### config.mk
export PLATFORM = sky130hd
export DESIGN_NAME = cpu_trace_serializer
export DESIGN_NICKNAME = d
export VERILOG_FILES = /design/src/rtl/cpu_trace_serializer.sv
export SDC_FILE = /design/constraint.sdc
export NUM_CORES = 1
export LEC_CHECK = 0
export BUFFER_PORTS_ARGS = -buffer_cell sky130_fd_sc_hd__clkbuf_2
export CORE_ASPECT_RATIO = 1.4
export CORE_MARGIN = 4
export CORE_UTILIZATION = 53
export CTS_BUF_LIST = sky130_fd_sc_hd__clkbuf_4 sky130_fd_sc_hd__clkbuf_8
export DETAILED_ROUTE_END_ITERATION = 10
export GPL_TIMING_DRIVEN = 0
export MAX_ROUTING_LAYER = met4
export PLACE_DENSITY = 0.89
export SYNTH_ARGS = -nofsm -noshare
export SYNTH_HDL_FRONTEND = slang
export SYNTH_SLANG_ARGS = --single-unit
### constraint.sdc
create_clock -name clk -period 4.2 [get_ports clk]
set_clock_uncertainty 0.15 [all_clocks]
set_input_delay 0.21 -clock clk [delete_from_list [all_inputs] [get_ports clk]]
set_output_delay 0.21 -clock clk [all_outputs]
set_load 0.01 [all_outputs]
### src/rtl/cpu_trace_serializer.sv
// cpu_trace_serializer: turns one structured CPU trace record per handshake
// into the ASCII line format parsed by cpu_checker, one character per clock.
module cpu_trace_serializer #(
    parameter logic [7:0]  IDLE_CHAR = 8'h0A,
    parameter logic [13:0] TIME_MAX  = 14'd9999
) (
    input  logic        clk,
    input  logic        reset,
    input  logic        in_valid,
    output logic        in_ready,
    input  logic        in_type,
    input  logic [13:0] in_time,
    input  logic [31:0] in_pc,
    input  logic [13:0] in_grf,
    input  logic [31:0] in_addr,
    input  logic [31:0] in_data,
    output logic [7:0]  char,
    output logic        busy,
    output logic [15:0] line_count,
    output logic        clamped
);

    typedef enum logic [4:0] {
        S_IDLE, S_CONV, S_CARET, S_TIME, S_AT, S_PC, S_COLON, S_SP1, S_SIGIL,
        S_GRF, S_ADDR, S_SP2, S_LT, S_EQ, S_SP3, S_DATA, S_HASH, S_NL
    } state_t;

    state_t      state, state_next;
    logic [7:0]  char_next;
    logic        busy_next;
    logic        hash_now;
    logic [2:0]  idx, idx_next;
    logic [3:0]  conv_cnt;
    logic        accept;

    logic        rec_type;
    logic [31:0] pc_r, addr_r, data_r;
    // {bcd[15:0], binary[13:0]} working registers for double-dabble
    logic [29:0] time_sr, grf_sr;
    logic [15:0] time_bcd, grf_bcd;
    logic [13:0] time_clamp, grf_clamp;

    // One double-dabble iteration: add 3 to BCD digits >= 5, then shift left.
    function automatic logic [29:0] dd_step(input logic [29:0] sr);
        logic [29:0] t;
        t = sr;
        for (int unsigned d = 0; d < 4; d++) begin
            if (t[14 + 4*d +: 4] >= 4'd5)
                t[14 + 4*d +: 4] = t[14 + 4*d +: 4] + 4'd3;
        end
        return {t[28:0], 1'b0};
    endfunction

    // Index of the most significant non-zero BCD digit (0 for value zero).
    function automatic logic [2:0] top_idx(input logic [15:0] bcd);
        if (bcd[15:12] != 4'd0)      return 3'd3;
        else if (bcd[11:8] != 4'd0)  return 3'd2;
        else if (bcd[7:4] != 4'd0)   return 3'd1;
        else                         return 3'd0;
    endfunction

    function automatic logic [7:0] hex_char(input logic [3:0] nib);
        return (nib < 4'd10) ? (8'h30 + {4'h0, nib}) : (8'h57 + {4'h0, nib});
    endfunction

    function automatic logic [7:0] dec_char(input logic [3:0] dig);
        return 8'h30 + {4'h0, dig};
    endfunction

    assign in_ready   = (state == S_IDLE);
    assign accept     = in_valid && in_ready;
    assign time_clamp = (in_time > TIME_MAX) ? TIME_MAX : in_time;
    assign grf_clamp  = (in_grf > TIME_MAX) ? TIME_MAX : in_grf;
    assign time_bcd   = time_sr[29:14];
    assign grf_bcd    = grf_sr[29:14];

    // Control state, output character, busy, line counter and sticky clamp flag.
    always_ff @(posedge clk) begin
        if (reset) begin
            state      <= S_IDLE;
            char       <= IDLE_CHAR;
            busy       <= 1'b0;
            idx        <= '0;
            line_count <= '0;
            clamped    <= 1'b0;
        end else begin
            state <= state_next;
            char  <= char_next;
            busy  <= busy_next;
            idx   <= idx_next;
            if (hash_now)
                line_count <= line_count + 16'd1;
            if (accept && ((in_time > TIME_MAX) || (in_grf > TIME_MAX)))
                clamped <= 1'b1;
        end
    end

    // Record capture on accept, then 14 parallel double-dabble iterations.
    always_ff @(posedge clk) begin
        if (accept) begin
            rec_type <= in_type;
            pc_r     <= in_pc;
            addr_r   <= in_addr;
            data_r   <= in_data;
            time_sr  <= {16'h0000, time_clamp};
            grf_sr   <= {16'h0000, grf_clamp};
            conv_cnt <= '0;
        end else if (state == S_CONV) begin
            time_sr  <= dd_step(time_sr);
            grf_sr   <= dd_step(grf_sr);
            conv_cnt <= conv_cnt + 4'd1;
        end
    end

    // Next-state and next-character selection for the line being emitted.
    always_comb begin
        state_next = state;
        char_next  = IDLE_CHAR;
        idx_next   = idx;
        busy_next  = busy;
        hash_now   = 1'b0;
        case (state)
            S_IDLE: begin
                if (in_valid) begin
                    state_next = S_CONV;
                    busy_next  = 1'b1;
                end
            end
            S_CONV: begin
                if (conv_cnt == 4'd13)
                    state_next = S_CARET;
            end
            S_CARET: begin
                char_next  = "^";
                idx_next   = top_idx(time_bcd);
                state_next = S_TIME;
            end
            S_TIME: begin
                char_next = dec_char(time_bcd[{idx[1:0], 2'b00} +: 4]);
                if (idx == 3'd0) state_next = S_AT;
                else             idx_next   = idx - 3'd1;
            end
            S_AT: begin
                char_next  = "@";
                idx_next   = 3'd7;
                state_next = S_PC;
            end
            S_PC: begin
                char_next = hex_char(pc_r[{idx, 2'b00} +: 4]);
                if (idx == 3'd0) state_next = S_COLON;
                else             idx_next   = idx - 3'd1;
            end
            S_COLON: begin
                char_next  = ":";
                state_next = S_SP1;
            end
            S_SP1: begin
                char_next  = " ";
                state_next = S_SIGIL;
            end
            S_SIGIL: begin
                char_next  = rec_type ? "*" : "$";
                idx_next   = rec_type ? 3'd7 : top_idx(grf_bcd);
                state_next = rec_type ? S_ADDR : S_GRF;
            end
            S_GRF: begin
                char_next = dec_char(grf_bcd[{idx[1:0], 2'b00} +: 4]);
                if (idx == 3'd0) state_next = S_SP2;
                else             idx_next   = idx - 3'd1;
            end
            S_ADDR: begin
                char_next = hex_char(addr_r[{idx, 2'b00} +: 4]);
                if (idx == 3'd0) state_next = S_SP2;
                else             idx_next   = idx - 3'd1;
            end
            S_SP2: begin
                char_next  = " ";
                state_next = S_LT;
            end
            S_LT: begin
                char_next  = "<";
                state_next = S_EQ;
            end
            S_EQ: begin
                char_next  = "=";
                state_next = S_SP3;
            end
            S_SP3: begin
                char_next  = " ";
                idx_next   = 3'd7;
                state_next = S_DATA;
            end
            S_DATA: begin
                char_next = hex_char(data_r[{idx, 2'b00} +: 4]);
                if (idx == 3'd0) state_next = S_HASH;
                else             idx_next   = idx - 3'd1;
            end
            S_HASH: begin
                char_next  = "#";
                hash_now   = 1'b1;
                state_next = S_NL;
            end
            S_NL: begin
                char_next  = IDLE_CHAR;
                busy_next  = 1'b0;
                state_next = S_IDLE;
            end
            default: begin
                state_next = S_IDLE;
            end
        endcase
    end

endmodule

==> key figures <==
Finish
  • Number of inserted diodes: 0
  • Commonest cells after routing, fill and taps aside: 152 x sky130_fd_sc_hd__clkbuf_2, 125 x sky130_fd_sc_hd__edfxtp_1, 125 x sky130_fd_sc_hd__dlygate4sd3_1, 93 x sky130_fd_sc_hd__nand2_1, 71 x sky130_fd_sc_hd__o21ai_0
  • Util after Layout: 70.1%
  • Share of cells above drive strength 1: 21.6%
  • Area growth syn-to-layout: 29.4%
  • Most common library cell in the layout ignoring fill and taps: sky130_fd_sc_hd__clkbuf_2
  • Post-layout net count: 1286
  • Non-filler cells in the finished layout: 1377

Power and ir drop
  • Worst IR drop on VDD: 0.439 mV
  • Proportion of power drawn by combinational gates: 33.4%
  • PD cells: 520 nW/µm²
  • Pint: 4.06 mW
  • Cell leakage power: 4.69 nW
  • Part of the total power dissipated in the clock network: 21.8%
  • Power spent charging and discharging nets: 2.29 mW
  • Sequential share of power: 44.8%
  • Switching share of power: 36.1%

Timing
  • Setup repair after global routing missed its margin: no
  • Max-slew violations: 0
  • Worst rel slew slack: 23.5%
  • Final Hold Violating Endpoints: 0
  • Endpoints failing setup: 0
  • Maximum clock frequency: 334 MHz
  • Portion of the clock cycle consumed by the worst path in the final layout: 71.4%
  • Final-layout setup total negative slack: 0 ns
  • Slew at the pin closest to its max-slew limit: 1.14 ns
  • Final critical-path required period: 3.00 ns

Floorplanning
  • Initial standard-cell utilization of the core: 54.2%
  • Overall die height: 166 µm
  • Horizontal extent of the die: 121 µm
  • Core footprint: 17400 µm²
  • I/O Pins: 155
  • Number of placement rows: 57
  • Area enclosed by the die boundary: 20000 µm²

Clocking
  • Maximum root-to-sink buffer count: 2
  • Clock latency on the worst-skew pair: 0.51 ns
  • Clock Root Buffer: sky130_fd_sc_hd__clkbuf_8
  • Count of hold buffers inserted by post-cts repair: 125
  • Clock edge transition at the registers on the reported setup and hold paths: 0.10 ns
  • Post-cts sizing count: 0
  • Clock tree from TritonCTS: done
  • Inserted Clock Buffers: 17
  • Number of clock sinks: 194
  • Post-CTS setup buffer count: 0
  • # H-tree levels: 4

Worst setup path
  • CP required: 4.46 ns
  • Setup slack of the most critical reg-to-reg path: 1.20 ns
  • Most common cell on crit path: sky130_fd_sc_hd__buf_6
  • Cell-by-cell listing of the critical path: buf_6 -> buf_6 -> mux4_2 -> mux2i_1 -> ha_1 -> nand2_1 -> or3_1 -> a21o_1 -> a31oi_1
  • Kind of start point of the critical path: register
  • Crit-path slowest cell: sky130_fd_sc_hd__mux2i_1
  • Maximum single-stage delay on the critical path: 0.52 ns
  • Category of the most critical setup path: register to register
  • Worst path arrival time: 3.26 ns
  • Critical Path Sink Type: register
  • Critical-path maximum fanout: 10

Detailed routing
  • Routed via count: 8131
  • Max layer used: met4
  • Routed metal-1 wirelength: 9940 µm
  • Total wirelength of the detailed-routed design: 27700 µm
  • Number of iterations in the first detailed-routing pass: 5
  • Met3 WL: 1860 µm
  • Wire length on met2: 14400 µm
  • Post-route antenna net violation count: 0
  • Routed wirelength normalized by instance count: 20.1 µm
  • Residual DRC: 0
  • Count of routing violations after the opening detailed-route iteration: 845
  • Via density: 5.90

Logic synthesis
  • Cell type contributing the most total cell area after synthesis: sky130_fd_sc_hd__edfxtp_1
  • Post-synthesis cell type count: 74
  • Summed instance area of the synthesized netlist: 9430 µm²
  • Synthesis Warnings: 0
  • Number of synthesized flops with an enable pin: 125
  • Register area share after synthesis: 54.4%
  • Dominant cells by area after synthesis: sky130_fd_sc_hd__edfxtp_1 40%, sky130_fd_sc_hd__dfxtp_1 15%, sky130_fd_sc_hd__mux4_2 6.2%
  • Post-Syn Nets: 989
  • Instance count of the mapped netlist: 831
  • Asr flop ratio synth: 0%
  • Synth top area share: 39.8%
  • Dominant register cell in the synthesized netlist: sky130_fd_sc_hd__edfxtp_1
  • Average cell area after synthesis: 11.4 µm²
  • Flop and latch count out of synthesis: 194

Place
  • Count of placed standard cells including taps: 1220
  • Count of buffers from port buffering: 152
  • Final Wtd Congestion: 0.928
  • Post-detailed-placement half-perimeter wirelength: 16500 µm

Global routing
  • Global-route usage over all layers: 28.9%
  • Pin count of the biggest net entering global routing: 66
  • First-pass GRT wire length: 44000 µm
  • Initial antenna violation count: 0
  • Grt ovf: 0
  • Vias in the first global route: 8330

Job
  • Max-cap violations: 0

Worst hold path
  • Worst hold-check path type: input port to register

Status
  • Run status: completed
[flip-flops by register name, indices dropped and copies added (netlist names)]
signal,cells
addr_r,32
busy,1
char,7
clamped,1
conv_cnt,4
data_r,32
grf_sr,30
idx,3
line_count,16
pc_r,32
rec_type,1
state,5
time_sr,30
[stage by stage]
stage               area, µm²  total power [mW]  worst slack, ns  hold WS (ns)
CTS                     12200              6.19             1.22        0.0344
global route            12200              6.63            0.976        0.0883
floorplan                9430              4.19             1.01         0.159
global placement        10500              4.66            0.282         0.236
finish                  12200              6.35             1.20        0.0609
detailed placement      10500              4.77             1.23         0.239
[logic make-up after synthesis]
| family | after synthesis | synth area share [%] |
|---|---|---|
| other | 1 | 0.0398 |
| DFF | 194 | 54.4 |
| muxes | 52 | 9.90 |
| AOI/OAI and AO/OA | 182 | 11.6 |
| buffers and inverters | 67 | 3.30 |
| and+or+nand+nor | 277 | 14.0 |
| xor gates and xnor gates | 28 | 2.76 |
| adders and majority gates | 30 | 3.98 |
[area by class of cell]
class	instances	area, µm²
inverter	25	93.8
multi-input combinational	570	3990
clock inverter	14	194
buffer	42	221
fill	1134	5190
sequential	194	5130
clock buffer	18	241
timing repair buffer	278	2040
tap	236	295
[layer usage]
layer / track usage [%] / vias up
li1: - / 3665
met1: 32.6 / 3859
met2: 49.8 / 488
met3: 4.36 / 119
met4: 14.5 / 0
met5: - / -
[synthesized netlist by cell type (all sizes together), types with 3 or more instances]
cell type	instances
nor2	63
a22oi	3
a221oi	4
nand2	95
xnor2	14
nor3b	9
buf	16
or3	7
mux2i	16
nor3	10
o31a	3
xor2	13
clkbuf	26
nand3	45
o21ai	73
a211oi	5
a21o	7
inv	23
ha	30
nand2b	11
mux2	8
a21oi	53
dfxtp	69
nand3b	5
mux4	28
edfxtp	125
nor2b	8
nand4	9
a31oi	7
[power groups by stage]
stage               sequential (mW)  combinational [mW]  clock (mW)
CTS                            2.81                2.04        1.34
finish                         2.84                2.12        1.38
floorplan                      2.80                1.39           0
global placement               2.84                1.82           0
global route                   2.87                2.30        1.46
detailed placement             2.85                1.92           0
[worst max-delay path, delay by kind of cell (launching register included)]
kind	cells	cell delay, ns
DFF	1	0.51
adders and majority gates	1	0.33
and+or+nand+nor	2	0.39
muxes	2	0.82
buffers and inverters	2	0.42
AOI/OAI and AO/OA	2	0.31
[path summary, 6_finish.rpt]
path / start / endpoint / cells after the start
worst max-delay path: idx[1] / char[2] / 9
worst min-delay path: reset / state[3] / 2
worst max register to register: idx[1] / char[2] / 9
worst min register to register: time_sr[13] / time_sr[14] / 2
(Power assumes the default switching activity.)
